--- config.mk ---
export PLATFORM = sky130hd
export DESIGN_NAME = load_store_unit
export DESIGN_NICKNAME = d
export VERILOG_FILES = /design/src/rtl/lsu_defs.sv /design/src/rtl/lsu_lane_align.sv /design/src/rtl/load_store_unit.sv
export SDC_FILE = /design/constraint.sdc
export NUM_CORES = 1
export LEC_CHECK = 0
export BUFFER_PORTS_ARGS = -buffer_cell sky130_fd_sc_hd__buf_4
export CAP_MARGIN = 20
export CORE_UTILIZATION = 48
export CTS_BUF_LIST = sky130_fd_sc_hd__clkbuf_8
export DETAILED_ROUTE_END_ITERATION = 7
export GPL_TIMING_DRIVEN = 0
export HOLD_SLACK_MARGIN = 0.1
export PLACE_DENSITY = 0.81
export SLEW_MARGIN = 10
export SYNTH_ARGS = -nofsm -noshare
export SYNTH_HDL_FRONTEND = slang
export SYNTH_SLANG_ARGS = --single-unit
--- constraint.sdc ---
create_clock -name clk -period 3.55 [get_ports clk]
set_input_delay 0.1775 -clock clk [delete_from_list [all_inputs] [get_ports clk]]
set_output_delay 0.1775 -clock clk [all_outputs]
set_load 0.05 [all_outputs]
--- src/rtl/lsu_defs.sv ---
// Shared definitions for the load/store unit: funct3 codes, FSM state encoding
// and the request legality checks applied at accept time.
package lsu_defs;

    localparam logic [2:0] F3_B  = 3'b000;
    localparam logic [2:0] F3_H  = 3'b001;
    localparam logic [2:0] F3_W  = 3'b010;
    localparam logic [2:0] F3_BU = 3'b100;
    localparam logic [2:0] F3_HU = 3'b101;

    typedef enum logic [2:0] {
        S_IDLE  = 3'd0,
        S_LOAD  = 3'd1,
        S_MERGE = 3'd2,
        S_WRITE = 3'd3,
        S_RESP  = 3'd4
    } lsu_state_e;

    function automatic logic f3_illegal(input logic we, input logic [2:0] f3);
        if (we) begin
            return !(f3 == F3_B || f3 == F3_H || f3 == F3_W);
        end
        return !(f3 == F3_B || f3 == F3_H || f3 == F3_W || f3 == F3_BU || f3 == F3_HU);
    endfunction

    function automatic logic misaligned(input logic [2:0] f3, input logic [1:0] a);
        logic bad;
        bad = 1'b0;
        case (f3)
            F3_H, F3_HU: bad = a[0];
            F3_W:        bad = (a != 2'b00);
            default:     bad = 1'b0;
        endcase
        return bad;
    endfunction

    function automatic logic out_of_range(input logic [31:0] addr, input int unsigned words);
        return ({2'b00, addr[31:2]} >= 32'(words));
    endfunction

    function automatic logic lsu_req_err(input logic we, input logic [2:0] f3,
                                         input logic [31:0] addr, input int unsigned words);
        return f3_illegal(we, f3) || misaligned(f3, addr[1:0]) || out_of_range(addr, words);
    endfunction

endpackage

--- src/rtl/lsu_lane_align.sv ---
// Combinational lane handling: load byte/half extraction with extension, and
// store byte/half merge into the word just read back from memory.
module lsu_lane_align
    import lsu_defs::*;
(
    input  logic [2:0]  funct3,
    input  logic [1:0]  byte_off,
    input  logic [31:0] rdata,
    input  logic [15:0] wdata,
    output logic [31:0] load_data,
    output logic [31:0] merge_data
);

    logic [7:0]  byte_sel;
    logic [15:0] half_sel;

    always_comb begin
        byte_sel = rdata[{byte_off, 3'b000} +: 8];
        half_sel = byte_off[1] ? rdata[31:16] : rdata[15:0];

        load_data = 32'h0;
        case (funct3)
            F3_B:    load_data = {{24{byte_sel[7]}}, byte_sel};
            F3_H:    load_data = {{16{half_sel[15]}}, half_sel};
            F3_W:    load_data = rdata;
            F3_BU:   load_data = {24'h0, byte_sel};
            F3_HU:   load_data = {16'h0, half_sel};
            default: load_data = 32'h0;
        endcase
    end

    // Untouched lanes come straight from the read word so they rewrite bit-exact.
    always_comb begin
        merge_data = rdata;
        case (funct3)
            F3_B: merge_data[{byte_off, 3'b000} +: 8] = wdata[7:0];
            F3_H: begin
                if (byte_off[1]) merge_data[31:16] = wdata;
                else             merge_data[15:0]  = wdata;
            end
            default: merge_data = rdata;
        endcase
    end

endmodule

--- src/rtl/load_store_unit.sv ---
// Single-request load/store unit driving a word-wide data memory bus; sub-word
// stores are performed as read-modify-write.
module load_store_unit
    import lsu_defs::*;
#(
    parameter int unsigned MEM_WORDS = 64
) (
    input  logic        clk,
    input  logic        rst,
    input  logic        req_valid,
    output logic        req_ready,
    input  logic        req_we,
    input  logic [2:0]  req_funct3,
    input  logic [31:0] req_addr,
    input  logic [31:0] req_wdata,
    output logic        resp_valid,
    output logic [31:0] resp_rdata,
    output logic        resp_err,
    output logic        mem_we,
    output logic [31:0] mem_a,
    output logic [31:0] mem_wd,
    input  logic [31:0] mem_rd
);

    lsu_state_e  state_q;
    logic [2:0]  funct3_q;
    logic [31:0] addr_q;
    logic [15:0] wdata_q;
    logic [31:0] wbuf_q;
    logic        req_ready_q;
    logic        resp_valid_q;
    logic        resp_err_q;
    logic [31:0] resp_rdata_q;
    logic        mem_we_q;

    logic        req_err_d;
    logic [31:0] load_data_d;
    logic [31:0] merge_data_d;

    assign req_err_d = lsu_req_err(req_we, req_funct3, req_addr, MEM_WORDS);

    lsu_lane_align u_lane_align (
        .funct3     (funct3_q),
        .byte_off   (addr_q[1:0]),
        .rdata      (mem_rd),
        .wdata      (wdata_q),
        .load_data  (load_data_d),
        .merge_data (merge_data_d)
    );

    // mem_we_q is set only on entry to WRITE and cleared on every other edge,
    // so it is a flop-driven copy of (state == WRITE).
    always_ff @(posedge clk or posedge rst) begin
        if (rst) begin
            state_q      <= S_IDLE;
            funct3_q     <= 3'b000;
            addr_q       <= 32'h0;
            wdata_q      <= 16'h0;
            wbuf_q       <= 32'h0;
            req_ready_q  <= 1'b1;
            resp_valid_q <= 1'b0;
            resp_err_q   <= 1'b0;
            resp_rdata_q <= 32'h0;
            mem_we_q     <= 1'b0;
        end else begin
            resp_valid_q <= 1'b0;
            mem_we_q     <= 1'b0;
            case (state_q)
                S_IDLE: begin
                    if (req_valid) begin
                        funct3_q    <= req_funct3;
                        addr_q      <= req_addr;
                        wdata_q     <= req_wdata[15:0];
                        req_ready_q <= 1'b0;
                        if (req_err_d) begin
                            state_q      <= S_RESP;
                            resp_valid_q <= 1'b1;
                            resp_err_q   <= 1'b1;
                            resp_rdata_q <= 32'h0;
                        end else if (!req_we) begin
                            state_q <= S_LOAD;
                        end else if (req_funct3 == F3_W) begin
                            state_q  <= S_WRITE;
                            wbuf_q   <= req_wdata;
                            mem_we_q <= 1'b1;
                        end else begin
                            state_q <= S_MERGE;
                        end
                    end
                end
                S_LOAD: begin
                    state_q      <= S_RESP;
                    resp_valid_q <= 1'b1;
                    resp_err_q   <= 1'b0;
                    resp_rdata_q <= load_data_d;
                end
                S_MERGE: begin
                    state_q  <= S_WRITE;
                    wbuf_q   <= merge_data_d;
                    mem_we_q <= 1'b1;
                end
                S_WRITE: begin
                    state_q      <= S_RESP;
                    resp_valid_q <= 1'b1;
                    resp_err_q   <= 1'b0;
                    resp_rdata_q <= 32'h0;
                end
                S_RESP: begin
                    state_q     <= S_IDLE;
                    req_ready_q <= 1'b1;
                    resp_err_q  <= 1'b0;
                end
                default: begin
                    state_q     <= S_IDLE;
                    req_ready_q <= 1'b1;
                end
            endcase
        end
    end

    assign req_ready  = req_ready_q;
    assign resp_valid = resp_valid_q;
    assign resp_err   = resp_err_q;
    assign resp_rdata = resp_rdata_q;
    assign mem_we     = mem_we_q;
    assign mem_a      = {addr_q[31:2], 2'b00};
    assign mem_wd     = wbuf_q;

endmodule

==> flow_metrics.env <==
export IMPL_synth_distinct_cells=51
export IMPL_hold_path_class="in -> reg"
export IMPL_area_growth_syn_to_layout_pct=46.6
export IMPL_r2r_end="mem_wd[1]$_DFFE_PP0P_"
export IMPL_slew_headroom=0.306
export IMPL_cts_buffer_depth=2
export IMPL_grt_max_degree=80
export IMPL_synth_edf_count=0
export IMPL_cts_root_buf="clkbuf_8"
export IMPL_wire_per_inst_um=21.2
export IMPL_fin_util=0.725
export IMPL_cts_tree="done"
export IMPL_rsz0062_at_grt="no"
export IMPL_endpoint_kind="flop"
export IMPL_yosys_warnings=0
export IMPL_hold_end="resp_rdata[21]$_DFFE_PP0P_"
export IMPL_worstPathMaxFanout=10
export IMPL_clkTransAtPathRegs_ns=0.09
export IMPL_place_hpwl_mm=15.1
export IMPL_h_tree_depth=4
export IMPL_setup_tns_ns=0
export IMPL_row_count=41
export IMPL_finalHoldViolCount=0
export IMPL_cts_sinks=122
export IMPL_rr_worst_depth=8
export IMPL_syn_inst=569
export IMPL_leakagePower_nw=4.37
export IMPL_dieArea_mm2=0.0135
export IMPL_critPathArrivalTime_ns=3.35
export IMPL_async_reset_ff_frac=1.00
export IMPL_min_period_ns=2.96
export IMPL_io_buffers=200
export IMPL_hold_path_depth=3
export IMPL_die_width_um=116
export IMPL_synth_seq_area_share=0.487
export IMPL_worst_ep_required_time_ns=3.94
export IMPL_holdWs_ns=0.109
export IMPL_synth_ff_type="dfrtp_1"
export IMPL_drv_cap=0
export IMPL_p_total_mw=3.72
export IMPL_grt_first_pass_wirelength_mm=34.1
export IMPL_cts_buffers=17
export IMPL_finalWorstSetupSlack_ns=0.585
export IMPL_detail_route_vias_per_cell=6.05
export IMPL_first_global_vias=6456
export IMPL_outcome="finished, final reports clean"
export IMPL_tightest_slew_ns=1.03
export IMPL_pre_cts_ws_ns=0.721
export IMPL_finalClockSkew_ns=0.0106
export IMPL_grt_overflow_total=0
export IMPL_min_from="mem_rd[21]"
export IMPL_fillers=862
export IMPL_powerDensity_mw_per_mm2=404
export IMPL_drtAntennaViolNets=0
export IMPL_floorplan_initialDensity=0.495
export IMPL_clk_latency_ns=0.45
export IMPL_reg2reg_slack_ns=0.59
export IMPL_ioPinCount=203
export IMPL_vias=6398
export IMPL_peakVddDrop_mv=0.299
export IMPL_final_common_cell="buf_4"
export IMPL_synth_seq_cells=122
export IMPL_drive_gt1_frac=0.387
export IMPL_syn_avg_cell_area_um2=11.0
export IMPL_post_cts_resized=0
export IMPL_syn_cell_area_mm2=0.00627
export IMPL_grt_usage=0.338
export IMPL_post_cts_buffers=0
export IMPL_fin_crit_sh=0.835
export IMPL_first_iter_violations=614
export IMPL_critPathLaunchType="flop"
export IMPL_slew_viol_final=0
export IMPL_antenna_found_initial=0
export IMPL_critPathKind="reg -> reg"
export IMPL_fmax_ghz=0.337
export IMPL_die_height_um=116
export IMPL_setup_viol=0
export IMPL_drc_errors=0
export IMPL_reg2reg_from="addr_q[1]$_DFFE_PP0P_"
export IMPL_core_mm2=0.0127
export IMPL_first_pass_iters=5
export IMPL_gp_congestion=0.909
export IMPL_layout_common_cells="buf_4 (232), dfrtp_1 (121), dlygate4sd3_1 (80)"
export IMPL_nNetsFinal=979
export IMPL_wl_mm=22.4
## synthesized netlist by cell type, drive strengths merged (2+ instances only)
library cell / number / area (µm²)
a22o: 18 / 160
a32o: 17 / 170
inv: 12 / 45.0
nor3: 4 / 20.0
nor2b: 7 / 43.8
a21oi: 64 / 320
buf: 38 / 288
and4: 2 / 17.5
nand3: 4 / 20.0
a21o: 24 / 188
nand2b: 2 / 12.5
o2bb2ai: 22 / 193
or4: 2 / 15.0
a41oi: 2 / 17.5
nand2: 38 / 143
dfrtp: 121 / 3030
mux2: 48 / 541
nor4: 4 / 25.0
nor3b: 2 / 15.0
clkbuf: 36 / 145
nor4b: 3 / 32.5
o21ai: 12 / 60.1
a221o: 16 / 160
a221oi: 22 / 193
a31o: 3 / 26.3
and2: 4 / 25.0
nor2: 13 / 48.8
ha: 5 / 62.6
mux4: 2 / 45.0
a22oi: 9 / 67.6
## worst max path at each step
stage / start / to
global placement: rst / mem_wd[30]$_DFFE_PP0P_
finish: addr_q[1]$_DFFE_PP0P_ / mem_wd[1]$_DFFE_PP0P_
detailed placement: addr_q[1]$_DFFE_PP0P_ / mem_wd[5]$_DFFE_PP0P_
floorplan: rst / addr_q[0]$_DFFE_PP0P_
CTS: funct3_q[1]$_DFFE_PP0P_ / resp_rdata[1]$_DFFE_PP0P_
global route: addr_q[1]$_DFFE_PP0P_ / mem_wd[6]$_DFFE_PP0P_
## cell families (layout without fill, tap and decap cells)
family	count (synthesis)	count (layout)	synth area share
fa+ha+maj	5	5	0.00998
buf+inv	86	400	0.0762
flops	122	122	0.487
other cells	1	3	0.000598
mux	50	50	0.0934
simple gates	90	90	0.0739
compound gates	215	215	0.259
## flip-flops by register name, summed over array words and instances (netlist names)
register	flops
resp_err	1
addr_q	32
req_ready	1
resp_rdata	32
wdata_q	16
mem_we	1
state_q	3
resp_valid	1
mem_wd	32
funct3_q	3
## per-layer routing
metal	wire length, µm	GRT usage
met4	1310	0.208
met5	0	0
met1	8180	0.412
met3	1970	0.0804
met2	10900	0.543
## worst max-delay path: stages (launching register included)
cell and delay [ns]:
dfrtp_1 0.38, clkbuf_1 0.42, inv_1 0.27, ha_1 0.38
inv_1 0.09, a41oi_1 0.13, nor3_1 0.72, a221o_1 0.33
a32o_1 0.18
## stage by stage
stage / instances / cell area [µm²]
after floorplan: 570 / 6270
after global placement: 942 / 7990
after detailed placement: 943 / 8020
after CTS: 1055 / 9180
after global routing: 1056 / 9190
final: 1057 / 9190
## report_power, final
group	switching, mW	internal [mW]	total (mW)
clock	0.648	0.515	1.16
sequential	0.0843	1.48	1.56
combinational	0.558	0.432	0.990
total	1.29	2.43	3.72
## final cells by class
cell class | count | area, µm² | area share
Tap cell | 172 | 215 | 0.0234
Timing Repair Buffer | 282 | 2330 | 0.254
Inverter | 12 | 50.0 | 0.00545
Buffer | 74 | 433 | 0.0471
Antenna cell | 1 | 2.50 | 0.000272
Sequential cell | 122 | 3050 | 0.332
Multi-Input combinational cell | 362 | 2740 | 0.298
Clock inverter | 14 | 114 | 0.0124
Clock buffer | 18 | 248 | 0.0270
## timing repair
action,4_1_cts,5_1_grt
hold endpoints to repair,121,0
hold buffers,80,0
endpoints found under the setup margin,0,0
Note: power is estimated with default switching activity, not from simulation.
